`src/rtl/token_ring_pkg.sv`:
```
// Shared FSM state encoding and default sizing for the sample arbiter.
package token_ring_pkg;

  typedef enum logic [1:0] {
    IDLE,
    EVAL,
    RESP,
    RELEASE
  } state_t;

  localparam int unsigned DEF_STAGES     = 5;
  localparam int unsigned DEF_DETECT_LAT = 2;

endpackage

```
`src/rtl/sample_sync.sv`:
```
// Per-bit multi-flop synchronizer for asynchronous request lines, cleared by rst.
module sample_sync #(
  parameter int unsigned WIDTH = 1,
  parameter int unsigned DEPTH = 2
) (
  input  logic             clk,
  input  logic             rst,
  input  logic [WIDTH-1:0] din,
  output logic [WIDTH-1:0] dout
);

  logic [WIDTH-1:0] chain [DEPTH];

  always_ff @(posedge clk) begin
    if (rst) begin
      for (int unsigned i = 0; i < DEPTH; i++) chain[i] <= '0;
    end else begin
      chain[0] <= din;
      for (int unsigned i = 1; i < DEPTH; i++) chain[i] <= chain[i-1];
    end
  end

  assign dout = chain[DEPTH-1];

endmodule

```
`src/rtl/sample_arbiter.sv`:
```
// Round-robin four-phase arbiter answering ring-stage samples with Err0/Err1.
// Optional statistics counters are enabled with `define SAMPLE_ARB_STATS_EN.
module sample_arbiter
  import token_ring_pkg::*;
#(
  parameter  int unsigned STAGES      = DEF_STAGES,
  parameter  int unsigned DETECT_LAT  = DEF_DETECT_LAT,
  parameter  int unsigned SYNC_STAGES = 2,
  localparam int unsigned IDX_W       = (STAGES > 1) ? $clog2(STAGES) : 1
) (
  input  logic              clk,
  input  logic              rst,
  input  logic [STAGES-1:0] sample,
  input  logic [STAGES-1:0] inj_mask,
  output logic [STAGES-1:0] Err0,
  output logic [STAGES-1:0] Err1,
  output logic              busy,
  output logic [IDX_W-1:0]  grant_idx
`ifdef SAMPLE_ARB_STATS_EN
  ,
  output logic [15:0]       err_count,
  output logic [15:0]       grant_count
`endif
);

  state_t            state, state_n;
  logic [STAGES-1:0] sync_sample;
  logic [3:0]        cnt, cnt_n;
  logic [IDX_W-1:0]  rr_ptr, rr_n;
  logic [IDX_W-1:0]  grant_n;
  logic              mask_lat, mask_n;
  logic [STAGES-1:0] err0_n, err1_n;
  logic              pick_found;
  logic [IDX_W-1:0]  pick_idx;

  sample_sync #(
    .WIDTH (STAGES),
    .DEPTH (SYNC_STAGES)
  ) u_sync (
    .clk  (clk),
    .rst  (rst),
    .din  (sample),
    .dout (sync_sample)
  );

  // First pending stage at or after rr_ptr, wrapping without a modulo operator.
  always_comb begin
    int unsigned cand;
    pick_found = 1'b0;
    pick_idx   = '0;
    for (int unsigned i = 0; i < STAGES; i++) begin
      cand = 32'(rr_ptr) + i;
      if (cand >= STAGES) cand = cand - STAGES;
      if (!pick_found && sync_sample[IDX_W'(cand)]) begin
        pick_found = 1'b1;
        pick_idx   = IDX_W'(cand);
      end
    end
  end

  always_comb begin
    state_n = state;
    cnt_n   = cnt;
    rr_n    = rr_ptr;
    grant_n = grant_idx;
    mask_n  = mask_lat;
    err0_n  = Err0;
    err1_n  = Err1;
    unique case (state)
      IDLE: begin
        if (pick_found) begin
          grant_n = pick_idx;
          mask_n  = inj_mask[pick_idx];
          cnt_n   = '0;
          state_n = EVAL;
        end
      end
      EVAL: begin
        if (!sync_sample[grant_idx]) begin
          state_n = RELEASE;
        end else if (cnt == 4'(DETECT_LAT - 1)) begin
          state_n = RESP;
          if (mask_lat) err1_n[grant_idx] = 1'b1;
          else          err0_n[grant_idx] = 1'b1;
        end else begin
          cnt_n = cnt + 4'd1;
        end
      end
      RESP: begin
        if (!sync_sample[grant_idx]) begin
          state_n = RELEASE;
          err0_n  = '0;
          err1_n  = '0;
        end
      end
      RELEASE: begin
        err0_n  = '0;
        err1_n  = '0;
        rr_n    = (grant_idx == IDX_W'(STAGES - 1)) ? '0 : grant_idx + IDX_W'(1);
        state_n = IDLE;
      end
      default: state_n = IDLE;
    endcase
  end

  always_ff @(posedge clk) begin
    if (rst) begin
      state     <= IDLE;
      cnt       <= '0;
      rr_ptr    <= '0;
      grant_idx <= '0;
      mask_lat  <= 1'b0;
      Err0      <= '0;
      Err1      <= '0;
    end else begin
      state     <= state_n;
      cnt       <= cnt_n;
      rr_ptr    <= rr_n;
      grant_idx <= grant_n;
      mask_lat  <= mask_n;
      Err0      <= err0_n;
      Err1      <= err1_n;
    end
  end

  assign busy = (state != IDLE);

`ifdef SAMPLE_ARB_STATS_EN
  logic grant_fire, err_fire;

  assign grant_fire = (state == IDLE) && pick_found;
  assign err_fire   = (state == EVAL) && (state_n == RESP) && mask_lat;

  always_ff @(posedge clk) begin
    if (rst) begin
      err_count   <= '0;
      grant_count <= '0;
    end else begin
      if (grant_fire && grant_count != '1) grant_count <= grant_count + 16'd1;
      if (err_fire && err_count != '1)     err_count   <= err_count + 16'd1;
    end
  end
`endif

endmodule
```
`config.mk`:
```
export PLATFORM = sky130hd
export DESIGN_NAME = sample_arbiter
export DESIGN_NICKNAME = d
export VERILOG_FILES = /design/src/rtl/token_ring_pkg.sv /design/src/rtl/sample_sync.sv /design/src/rtl/sample_arbiter.sv
export SDC_FILE = /design/constraint.sdc
export NUM_CORES = 1
export LEC_CHECK = 0
export ABC_AREA = 0
export BUFFER_PORTS_ARGS = -buffer_cell sky130_fd_sc_hd__buf_2
export CAP_MARGIN = 30
export CORE_MARGIN = 3
export CORE_UTILIZATION = 45
export CTS_CLUSTER_DIAMETER = 50
export DETAILED_ROUTE_END_ITERATION = 7
export SYNTH_ARGS = -nofsm -noshare
export SYNTH_HDL_FRONTEND = slang
export SYNTH_SLANG_ARGS = --single-unit
```
`constraint.sdc`:
```
create_clock -name clk -period 5.2 [get_ports clk]
set_input_delay 0.26 -clock clk [delete_from_list [all_inputs] [get_ports clk]]
set_output_delay 0.26 -clock clk [all_outputs]
set_load 0.02 [all_outputs]
```
==> metrics.yaml, run 1 <==
final_layout:
  antennaDiodeCount: 0
  multiInputGateArea_sq_mm: 0.00181
  filler_cell_count: 551
  sequential_cell_area_sq_um: 661
  utilization_pct: 51.5
  final-instance-count-excl-fill: 412
  final_layout_size_suffix_gt1_share_pct: 16.2
  post_synthesis_to_final_layout_area_growth_pct: 8.85
  net_count_final: 368
sta:
  worst_slew_margin_rel_pct: 55.2
  finalClockSkew_ns: 0.00875
  total_negative_setup_slacks_ns: 0
  slew_at_the_pin_closest_to_its_max_slew_limit_ns: 0.671
  post-route-period-util_pct: 79.4
  final_critical_path_setup_slack_ns: 1.07
  rsz_0062_raised_after_global_routing: "false"
  finalSetupViolations: 0
  final.min_clock_period_ns: 4.13
  finalHoldViolations: 0
  max_clock_freq_mhz: 242
  slew_violations: 0
setup_path:
  worstPathMaxFanout: 14
  r2r_cells: 11
  worstPathRequired_ns: 5.36
  cp-end-kind: "register"
  criticalPathCategory: "reg2reg"
  rrSetupSlack_ns: 1.07
  regToRegEndpoint: "mask_lat"
  timing.critical_path.arrival_ns: 4.29
  r2r_start: "rr_ptr[1]"
  setup.worst_path.start_class: "register"
worst_hold_path:
  worstHoldPathType: "in2reg"
  holdCritStartpoint: "sample[4]"
  whs_endpoint: "u_sync.chain[0][4]"
  min_delay_path_depth: 2
power:
  comb_power_share_pct: 54.0
  netSwitchingFraction_pct: 43.9
  total_leakage_power_nw: 1.18
  power_density_mw_per_mm2: 445
  clkPwrFrac_pct: 19.0
  power.switching_mw: 0.568
  vdd_drop_max_mv: 0.272
  p_int_mw: 0.726
  sequentialPowerShare_pct: 27.0
yosys:
  synth.yosys.seq_area_share_pct: 24.7
  synth.top_cells.by_area: "dfxtp_1 (25%), ha_1 (7.5%), mux2i_1 (4.9%)"
  synth.yosys.warnings: 0
  synth_async_sr_flop_share_pct: 0
  synth_edf_count: 0
  post_synth_most_frequent_cells: "dfxtp_1 (33), nor2_1 (33), inv_1 (24), nand2_1 (19), ha_1 (16)"
  post_synthesis_sequential_element_count: 33
  postSynthNetCount: 352
  cell_type_with_the_largest_total_area_after_synthesis: "dfxtp_1"
  syn_avg_cell_area_sq_um: 8.27
  postSynthCellCount: 323
  mappedNetlistArea_sq_mm: 0.00267
  synth.distinct_cells: 72
  yosysTopAreaCellShare_pct: 24.7
  yosys_most_used_dff: "dfxtp_1"
placed_design:
  post-place-cells: 404
  pre_cts_slack_ns: 1.13
  dp.final_hpwl_um: 4820
  gp_congestion: 0.920
  placement.io_buffers: 25
drt:
  drt-wirelength-per-cell_um: 15.6
  finalWirelength_um: 6420
  remaining_drc_errors: 0
  drt_first_pass_iters: 4
  vias_after_detailed_routing: 2339
  ant_nets: 0
  detailedRoute.firstIterationViolations: 213
  mean_number_of_vias_per_cell: 5.68
global_routing:
  grt_start_max_net_pins: 34
  gr-usage-all-layers_pct: 18.9
  antenna_found_initial: 0
  grt_first_pass_wirelength_um: 10900
  first_global_vias: 2236
  global_route.overflow_total: 0
clock_network:
  worst_skew_pair.late_latency_ns: 0.28
  postCtsSetupRepairBufs: 0
  tritoncts: "built"
  total_cts_buffers: 5
  cts_resized: 0
  clock_tree.htree_level_count: 2
  cts-root-to-sink-buffers: 2
  hold_buffers: 0
  cts.clk_slew.worst_paths_ns: 0.06
  cts_root_buffer: "clkbuf_8"
  clkSinkCount: 33
floorplan:
  core-area_sq_mm: 0.00564
  die-height_um: 83.0
  die-width_um: 83.0
  top_level_ports: 26
  initial_utilization_pct: 47.3
  num_rows: 27
  dieArea_sq_mm: 0.00690
run_status:
  outcome: "finished clean"
job:
  max_capacitance_violation_count: 0
flip-flops by register name (all words and copies together), names as in the netlist:
| register | flops |
|---|---|
| cnt | 4 |
| Err1 | 5 |
| rr_ptr | 3 |
| grant_idx | 3 |
| state | 2 |
| u_sync.chain | 10 |
| mask_lat | 1 |
| Err0 | 5 |
cells by family (layout without fill, tap and decap cells):
family / after synthesis / count (layout) / synth area share [%]
AND/OR/NAND/NOR: 112 / 112 / 22.3
AO/OA/AOI/OAI: 99 / 99 / 29.3
buffers and inverters: 42 / 59 / 7.35
flip-flops: 33 / 33 / 24.7
adder cells (fa/ha/maj): 17 / 17 / 8.24
multiplexers: 15 / 15 / 6.14
XOR/XNOR: 5 / 5 / 1.92
worst max-delay path by stage:
stage	start	endpoint	slack, ns	cells past startpoint
after detailed placement	rr_ptr[1]	mask_lat	1.13	11
after global placement	rr_ptr[1]	mask_lat	1.26	11
after global routing	rr_ptr[1]	mask_lat	0.86	11
after floorplan	rr_ptr[1]	mask_lat	1.53	13
final	rr_ptr[1]	mask_lat	1.07	11
after CTS	rr_ptr[1]	mask_lat	1.11	11
layout by cell type (no fill, tap or decap), types with 3 or more instances in the layout:
cell type / netlist / layout
o211ai_1: 6 / 6
nor3_1: 9 / 9
o32ai_1: 3 / 3
nand2b_1: 7 / 7
a22oi_1: 3 / 3
xnor2_1: 3 / 3
a211o_1: 3 / 3
dfxtp_1: 33 / 33
o21ai_0: 14 / 14
a211oi_1: 8 / 8
nor2b_1: 14 / 14
inv_1: 24 / 24
buf_2: 4 / 25
nand3b_1: 3 / 3
clkbuf_8: 0 / 6
mux2i_1: 13 / 13
nor2_1: 33 / 33
o22ai_1: 5 / 5
ha_1: 16 / 16
o211a_1: 3 / 3
nand2_1: 19 / 19
a21oi_1: 15 / 15
a31oi_1: 11 / 11
a21o_1: 4 / 4
power by group through the flow:
| stage | Combinational, mW | Clock [mW] | Sequential, mW |
|---|---|---|---|
| CTS | 0.698 | 0.252 | 0.349 |
| global placement | 0.691 | 0 | 0.354 |
| detailed placement | 0.695 | 0 | 0.354 |
| finish | 0.699 | 0.246 | 0.349 |
| floorplan | 0.546 | 0 | 0.359 |
| global route | 0.773 | 0.261 | 0.359 |
routing by layer:
layer,GRT usage [%],part of all wire [%]
met1,28.0,50
met2,28.9,45
met3,3.37,4.0
met4,3.27,0.86
met5,0,0
area by class of cell:
cell class	count	share of cell area, %
multi-input combinational	248	62.4
sequential	33	22.7
clock inverter	1	1.03
timing repair buffer	26	4.56
inverter	25	3.23
tap	72	3.10
clock buffer	7	2.97
worst max-delay path, stage by stage, from the launching register on:
cell and delay (ns):
dfxtp_1 0.65, inv_1 0.27, ha_1 0.29, ha_1 0.42, a2111o_1 0.44, a211o_1 0.28, a31oi_1 0.36, mux2_1 0.36
o211a_1 0.25, o21a_4 0.22, a2111oi_2 0.37, o31ai_1 0.11
stage by stage:
stage	hold slack, ns	area, sq um	power [mW]
2_1_floorplan	0.332	2670	0.905
3_3_place_gp	0.417	2790	1.04
3_5_place_dp	0.420	2790	1.05
4_1_cts	0.184	2910	1.30
5_1_grt	0.198	2910	1.39
6_report	0.192	2910	1.29
No activity file was read; power rests on OpenSTA's default activity.
==> run 2, diff against run 1 <==
- PLACE_DENSITY: unset -> 0.66
- clock period: 5.2 -> 3.4 ns (I/O delays scaled with it)
==> run 2 against run 1 <==
Fmax up 26%. Critical endpoint unchanged. Final cell count increased by 4.1%. Non-clock buffer count grew 17. Critical path type unchanged. Wire length is 1.8% higher. Via count increased by 3.0%. Flip-flop and latch count stayed put. Cell area increased by 9.7%.
==> metrics.yaml, run 2 (same netlist as run 1, synthesis figures left out) <==
setup_path:
  slowest_delay_ns: 0.43  # -0.22 ns
  criticalPathCategory: "reg2reg"
  r2r_cells: 12  # +1
  critical_path_buf_inv_count: 2  # +1
  timing.critical_path.arrival_ns: 3.46  # -0.83 ns
  worstPathRequired_ns: 3.58  # -1.78 ns
  rrSetupSlack_ns: 0.12  # -0.95 ns
  worstPathMaxFanout: 6  # -8
  cp-end-kind: "register"
  r2r_start: "rr_ptr[0]"
  setup.worst_path.start_class: "register"
  worst_path_max_delay_cell: "fa_2"
  path_delay_family: "compound AO/OA/AOI/OAI gates"
  regToRegEndpoint: "mask_lat"
  cell_by_cell_listing_of_the_critical_path: "inv_4 > ha_1 > inv_1 > fa_2 > o21a_4 > o21a_1 > o211a_1 > or3_4 > or3_4 > o21a_4 > a2111oi_4 > o31ai_1"
clock_network:
  tritoncts: "built"
  total_cts_buffers: 5  # unchanged
  cts-root-to-sink-buffers: 2  # unchanged
  worst_skew_pair.late_latency_ns: 0.29  # about the same
  cts_root_buffer: "clkbuf_8"
  clock_tree.htree_level_count: 2  # unchanged
  hold_buffers: 0  # unchanged
  cts.clk_slew.worst_paths_ns: 0.07  # about the same
  clkSinkCount: 33  # unchanged
floorplan:
  initial_utilization_pct: 47.3  # unchanged
  die-width_um: 83.0  # unchanged
  num_rows: 27  # unchanged
  core-area_sq_mm: 0.00564  # unchanged
  top_level_ports: 26  # unchanged
  dieArea_sq_mm: 0.00690  # unchanged
  die-height_um: 83.0  # unchanged
final_layout:
  net_count_final: 385  # +4.6%
  top_regs: "u_sync.chain (10), Err0 (5), Err1 (5)"
  antennaDiodeCount: 0  # unchanged
  utilization_pct: 56.5  # +5.0 points
  mostFrequentLayoutCells: "nor2_1 (33), dfxtp_1 (31), buf_2 (25)"
  post_synthesis_to_final_layout_area_growth_pct: 19.4
  filler_cell_count: 500  # -9.3%
  registers.top_by_ff_count: "u_sync.chain"
  final_common_cell: "nor2_1"
  sequential_cell_area_sq_um: 666  # +0.76%
  multiInputGateArea_sq_mm: 0.00194  # +7.2%
  largest_register_ffs: 10  # unchanged
  final_layout_size_suffix_gt1_share_pct: 24.6  # +8.5 points
sta:
  slew_violations: 0  # unchanged
  finalSetupViolations: 0  # unchanged
  finalClockSkew_ns: 0.00401  # -0.00475 ns
  post-route-period-util_pct: 96.5  # +17 points
  slew_at_the_pin_closest_to_its_max_slew_limit_ns: 0.540  # -0.130 ns
  final.min_clock_period_ns: 3.28  # -0.847 ns
  finalHoldViolations: 0  # unchanged
  worst_slew_margin_rel_pct: 64.0  # +8.8 points
  max_clock_freq_mhz: 305  # +26%
  finalHoldWorstSlack_ns: 0.0824  # -0.110 ns
placed_design:
  placement.io_buffers: 25  # unchanged
  gp_congestion: 0.883  # -4.0%
  dp.final_hpwl_um: 4750  # -1.4%
worst_hold_path:
  min_delay_path_depth: 2  # unchanged
  whs_endpoint: "u_sync.chain[0][2]"
  holdCritStartpoint: "sample[2]"
  worstHoldPathType: "in2reg"
power:
  power_density_mw_per_mm2: 671  # +51%
  total_leakage_power_nw: 1.28  # +8.0%
  vdd_drop_max_mv: 0.442  # +62%
global_routing:
  gr-usage-all-layers_pct: 18.3  # -0.57 points
  first_global_vias: 2154  # -3.7%
  met1_usage_pct: 25.5  # -2.5 points
  grt_util_met2_pct: 28.9  # +0.073 points
  grt_first_pass_wirelength_um: 10600  # -2.9%
  grt_start_max_net_pins: 34  # unchanged
  antenna_found_initial: 0  # unchanged
  global_route.overflow_total: 0  # unchanged
  grt_busiest_layer: "met2"
  grt_use_met3_pct: 2.98  # -0.40 points
drt:
  remaining_drc_errors: 0  # unchanged
  detailedRoute.firstIterationViolations: 201  # -5.6%
  mean_number_of_vias_per_cell: 5.62  # -1.0%
  vias_after_detailed_routing: 2410  # +3.0%
  finalWirelength_um: 6540  # +1.8%
  drt-wirelength-per-cell_um: 15.2  # -2.2%
  drt_first_pass_iters: 6  # +2
  ant_nets: 0  # unchanged
run_status:
  outcome: "finished clean"
job:
  max_capacitance_violation_count: 0  # unchanged
==> run 2: cell count changes in the layout (fill, tap and decap cells not counted), sizes merged <==
| cell | delta |
|---|---|
| buf | +17 |
| clkinvlp | +1 |
| clkbuf | -1 |
==> run 2: worst max-delay path by stage <==
| stage | depth (start not counted) | end | startpoint |
|---|---|---|---|
| 2_1_floorplan | 13 | mask_lat | rr_ptr[1] |
| 3_3_place_gp | 11 | mask_lat | rr_ptr[0] |
| 3_5_place_dp | 11 | mask_lat | rr_ptr[0] |
| 4_1_cts | 11 | mask_lat | rr_ptr[0] |
| 5_1_grt | 12 | mask_lat | rr_ptr[0] |
| 6_report | 12 | mask_lat | rr_ptr[0] |
==> run 2: worst register-to-register path: cells and delay by family (launching register included) <==
| family | cells | cell delay (ns) |
|---|---|---|
| adders and majority gates | 2 | 0.59 |
| buffers and inverters | 2 | 0.14 |
| and+or+nand+nor | 2 | 0.80 |
| AOI/OAI and AO/OA | 6 | 1.28 |
| DFF | 1 | 0.36 |
==> run 2: where the power goes <==
group | internal (mW) | total [mW] | switching [mW]
Combinational | 0.522 | 1.22 | 0.697
Sequential | 0.451 | 0.525 | 0.0737
Clock | 0.238 | 0.396 | 0.158
==> run 2: repair_timing <==
action                                  in CTS  in global routing
endpoints found under the setup margin       1                  8
buffers inserted                             0                  3
gates resized for setup                      1                 22
hold endpoints to repair                     0                  0
pin swaps                                    0                  6
==> run 2: area by class of cell <==
cell class                      instances  area share, %
Clock inverter                          2           1.18
Inverter                               25           3.02
Timing Repair Buffer                   43           8.55
Tap cell                               72           2.82
Multi-Input combinational cell        248           61.0
Clock buffer                            6           2.59
Sequential cell                        33           20.9
==> run 2: per-stage QoR <==
stage | TNS, ns | total power [mW] | cells | setup slack, ns | cell area (sq um)
floorplan | 0 | 1.39 | 323 | 0.00357 | 2690
CTS | 0 | 2.04 | 426 | 0.0104 | 3030
global route | -0.0157 | 2.29 | 429 | -0.0157 | 3190
finish | 0 | 2.14 | 429 | 0.118 | 3190
detailed placement | 0 | 1.64 | 418 | 0.0281 | 2910
global placement | 0 | 1.63 | 418 | 0.110 | 2910
==> run 2: routing by layer <==
layer  wire length [um]  share of wire, %  vias to the layer above
li1                   -                 -                     1241
met1               3070                47                     1096
met2               3070                47                       66
met3                330               5.0                        7
met4                 68               1.0                        0
met5                  0                 0                        -
==> run 3, diff against run 2 <==
- BUFFER_PORTS_ARGS: -buffer_cell sky130_fd_sc_hd__buf_2 -> unset
- DONT_BUFFER_PORTS: unset -> 1
- PLACE_DENSITY: 0.66 -> unset
- SYNTH_HIERARCHICAL: unset -> 1
==> run 3 against run 2 <==
Cell area decreased by 2.8%. Non-clock buffer count decreased by 10. Sequential power increased by 8.8%. First-iteration DRC count decreased by 32%. Worst hold slack got worse by 0.069 ns. Critical endpoint unchanged. Final cell count decreased by 0.93%. Critical path depth increased by 3. Register-to-register slack about the same. Via count increased by 2.5%.
==> metrics.yaml, run 3 <==
run_status:
  outcome: "finished clean"
setup_path:
  r2r_cells: 15  # +3
  critical_path_buf_inv_count: 4  # +2
  timing.critical_path.to: "mask_lat"
  worst_path_max_delay_cell: "a2111oi_4"
  rrSetupSlack_ns: 0.13  # about the same
  cp-end-kind: "register"
  worstPathRequired_ns: 3.57  # about the same
  cp-startpoint: "rr_ptr[1]"
  regToRegEndpoint: "mask_lat"
  r2r_start: "rr_ptr[1]"
  worstPathMaxFanout: 6  # unchanged
  setup.worst_path.start_class: "register"
  path_delay_family: "compound AO/OA/AOI/OAI gates"
  timing.critical_path.arrival_ns: 3.44  # -0.02 ns
  slowest_delay_ns: 0.44  # about the same
  crit_cells: 15  # +3
  cell_by_cell_listing_of_the_critical_path: "inv_1 > ha_4 > ha_4 > buf_4 > a2111oi_4 > nor3_1 > o32ai_2 > buf_4 > nor3b_1 > o21ai_0 > a32o_1 > o21a_1 > buf_4 > nor2_1 > o31a_1"
  criticalPathCategory: "reg2reg"
  timing.critical_path.mode_cell: "buf_4"
final_layout:
  filler_cell_count: 546  # +9.2%
  top_regs: "u_sync/chain (10), Err0 (5), Err1 (5)"
  post_synthesis_to_final_layout_area_growth_pct: 17.2
  final_common_cell: "nor2_1"
  net_count_final: 381  # -1.0%
  final_layout_size_suffix_gt1_share_pct: 21.0  # -3.7 points
  largest_register_ffs: 10  # unchanged
  mostFrequentLayoutCells: "nor2_1 (36), a21oi_1 (31), dfxtp_1 (30)"
  postLayoutCellArea_sq_mm: 0.00310  # -2.8%
  multiInputGateArea_sq_mm: 0.00189  # -2.7%
  antennaDiodeCount: 0  # unchanged
  registers.top_by_ff_count: "u_sync/chain"
  sequential_cell_area_sq_um: 669  # +0.56%
sta:
  slew_violations: 0  # unchanged
  rsz_0062_raised_after_global_routing: "true"
  post-route-period-util_pct: 96.2  # -0.37 points
  finalHoldViolations: 0  # unchanged
  finalClockSkew_ns: 0.00808  # +0.00408 ns
  finalSetupViolations: 0  # unchanged
  slew_at_the_pin_closest_to_its_max_slew_limit_ns: 0.829  # +0.288 ns
  final_critical_path_setup_slack_ns: 0.130  # +0.0125 ns
  max_clock_freq_mhz: 306  # +0.38%
  final.min_clock_period_ns: 3.27  # -0.0125 ns
  worst_slew_margin_rel_pct: 44.6  # -19 points
  finalHoldWorstSlack_ns: 0.0133  # -0.0691 ns
power:
  vdd_drop_max_mv: 0.674  # +53%
  design_power_total_mw: 2.13  # -0.48%
  power_density_mw_per_mm2: 687  # +2.4%
  total_leakage_power_nw: 1.23  # -4.0%
global_routing:
  global_route.overflow_total: 0  # unchanged
  grt_start_max_net_pins: 34  # unchanged
  gr-usage-all-layers_pct: 21.4  # +3.1 points
  first_global_vias: 2325  # +7.9%
  grt_first_pass_wirelength_um: 11200  # +5.6%
  antenna_found_initial: 0  # unchanged
placed_design:
  pre_cts_slack_ns: -0.00108  # -0.0292 ns
  placement.io_buffers: 0  # -100%
  gp_congestion: 0.914  # +3.4%
  instance_area_at_placement_sq_mm: 0.00281  # -3.5%
  dp.final_hpwl_um: 5140  # +8.2%
drt:
  ant_nets: 0  # unchanged
  remaining_drc_errors: 0  # unchanged
  drt_first_pass_iters: 4  # -2
  vias_after_detailed_routing: 2471  # +2.5%
  drt-wirelength-per-cell_um: 16.1  # +5.9%
  mean_number_of_vias_per_cell: 5.81  # +3.5%
  finalWirelength_um: 6860  # +4.9%
  detailedRoute.firstIterationViolations: 137  # -32%
yosys:
  synth.yosys.warnings: 6  # +6
  postSynthCellCount: 331  # +2.5%
  yosys.cell_count.top_type: "nor2_1"
  yosys_most_used_dff: "dfxtp_1"
  synth.yosys.seq_area_share_pct: 25.0  # +0.23 points
  postSynthNetCount: 360  # +2.3%
  post_synth_most_frequent_cells: "nor2_1 (37), dfxtp_1 (33), a21oi_1 (31), nand2_1 (21)"
  post_synthesis_sequential_element_count: 33  # unchanged
  yosysTopAreaCellShare_pct: 25.0  # +0.23 points
  synth.top_cells.by_area: "dfxtp_1 (25%), ha_1 (7.6%), a21oi_1 (5.9%)"
  synth.distinct_cells: 69  # -4.2%
  cell_type_with_the_largest_total_area_after_synthesis: "dfxtp_1"
  syn_avg_cell_area_sq_um: 7.99  # -3.3%
  synth_edf_count: 0  # unchanged
  mappedNetlistArea_sq_mm: 0.00265  # -0.94%
  synth_async_sr_flop_share_pct: 0  # unchanged
floorplan:
  core-area_sq_mm: 0.00561  # -0.60%
  initial_utilization_pct: 47.2  # -0.16 points
  die-height_um: 82.7  # -0.43%
  top_level_ports: 26  # unchanged
  die-width_um: 82.7  # -0.43%
  dieArea_sq_mm: 0.00684  # -0.87%
  num_rows: 27  # unchanged
clock_network:
  cts.clk_slew.worst_paths_ns: 0.07  # about the same
  cts-root-to-sink-buffers: 2  # unchanged
  tritoncts: "built"
  cts_root_buffer: "clkbuf_8"
  total_cts_buffers: 5  # unchanged
  clkSinkCount: 33  # unchanged
  worst_skew_pair.late_latency_ns: 0.29  # about the same
  clock_tree.htree_level_count: 2  # unchanged
job:
  max_capacitance_violation_count: 0  # unchanged
worst_hold_path:
  worstHoldPathType: "in2reg"
## run 3: cell types whose count changed in the layout (fill, tap and decap cells not counted), sizes merged, moves of 3 or more
cell,delta
a21oi,+15
buf,-12
o211ai,-7
a211oi,-5
inv,-5
nand3,+5
o21ai,+5
a31oi,-4
a21o,-3
a32oi,+3
nor2,+3
## run 3: routing by layer
layer	up-vias	GRT usage (%)	routed length, um
met5	-	0	0
met4	0	12.3	289
met2	77	33.6	3240
met1	1139	26.5	2950
li1	1229	-	-
met3	26	5.31	380
## run 3: what timing repair did
action                                 4_1_cts  5_1_grt
hold buffers                                 1        1
pin swaps                                    1       11
setup buffers                                0        6
gates resized for setup                      1       26
endpoints found under the hold margin       22        1
setup endpoints to repair                    1       10
## run 3: how the worst min path moves through the flow
stage,slack [ns],end,startpoint,cells after the start
final,0.01,u_sync/chain[0][4],sample[4],1
after global routing,0.02,u_sync/chain[0][1],sample[1],1
after CTS,0.004,u_sync/chain[0][4],sample[4],1
after detailed placement,0.25,state[1],rst,1
after global placement,0.25,cnt[3],rst,1
after floorplan,0.24,grant_idx[1],rst,1
## run 3: final cells by class
type                       count  share of cell area (%)
clock inverter                 2                   0.444
sequential                    33                    21.6
tap                           72                    2.91
timing repair buffer          33                    8.80
clock buffer                   6                    2.66
inverter                      20                    2.58
multi-input combinational    259                    61.0
## run 3: logic make-up (layout without fill, tap and decap cells)
| family | after synthesis | after routing | synth area share [%] |
|---|---|---|---|
| XOR/XNOR | 2 | 2 | 0.662 |
| AO/OA/AOI/OAI | 102 | 102 | 28.4 |
| multiplexers | 16 | 16 | 6.62 |
| flip-flops | 33 | 33 | 25.0 |
| adder cells (fa/ha/maj) | 17 | 17 | 8.32 |
| buffers and inverters | 39 | 61 | 7.33 |
| AND/OR/NAND/NOR | 122 | 122 | 23.7 |
## run 3: report_power, final
part	switching, mW	total, mW	internal [mW]
Clock	0.140	0.304	0.164
Combinational	0.679	1.26	0.576
Sequential	0.122	0.571	0.449
## run 3: metrics by stage
step	cells	util [%]	setup TNS, ns
after floorplan	331	-	0
after global routing	425	55.3	-0.0130
after global placement	409	50.0	0
after detailed placement	409	50.0	-0.00108
final	425	55.3	0
after CTS	418	52.1	0
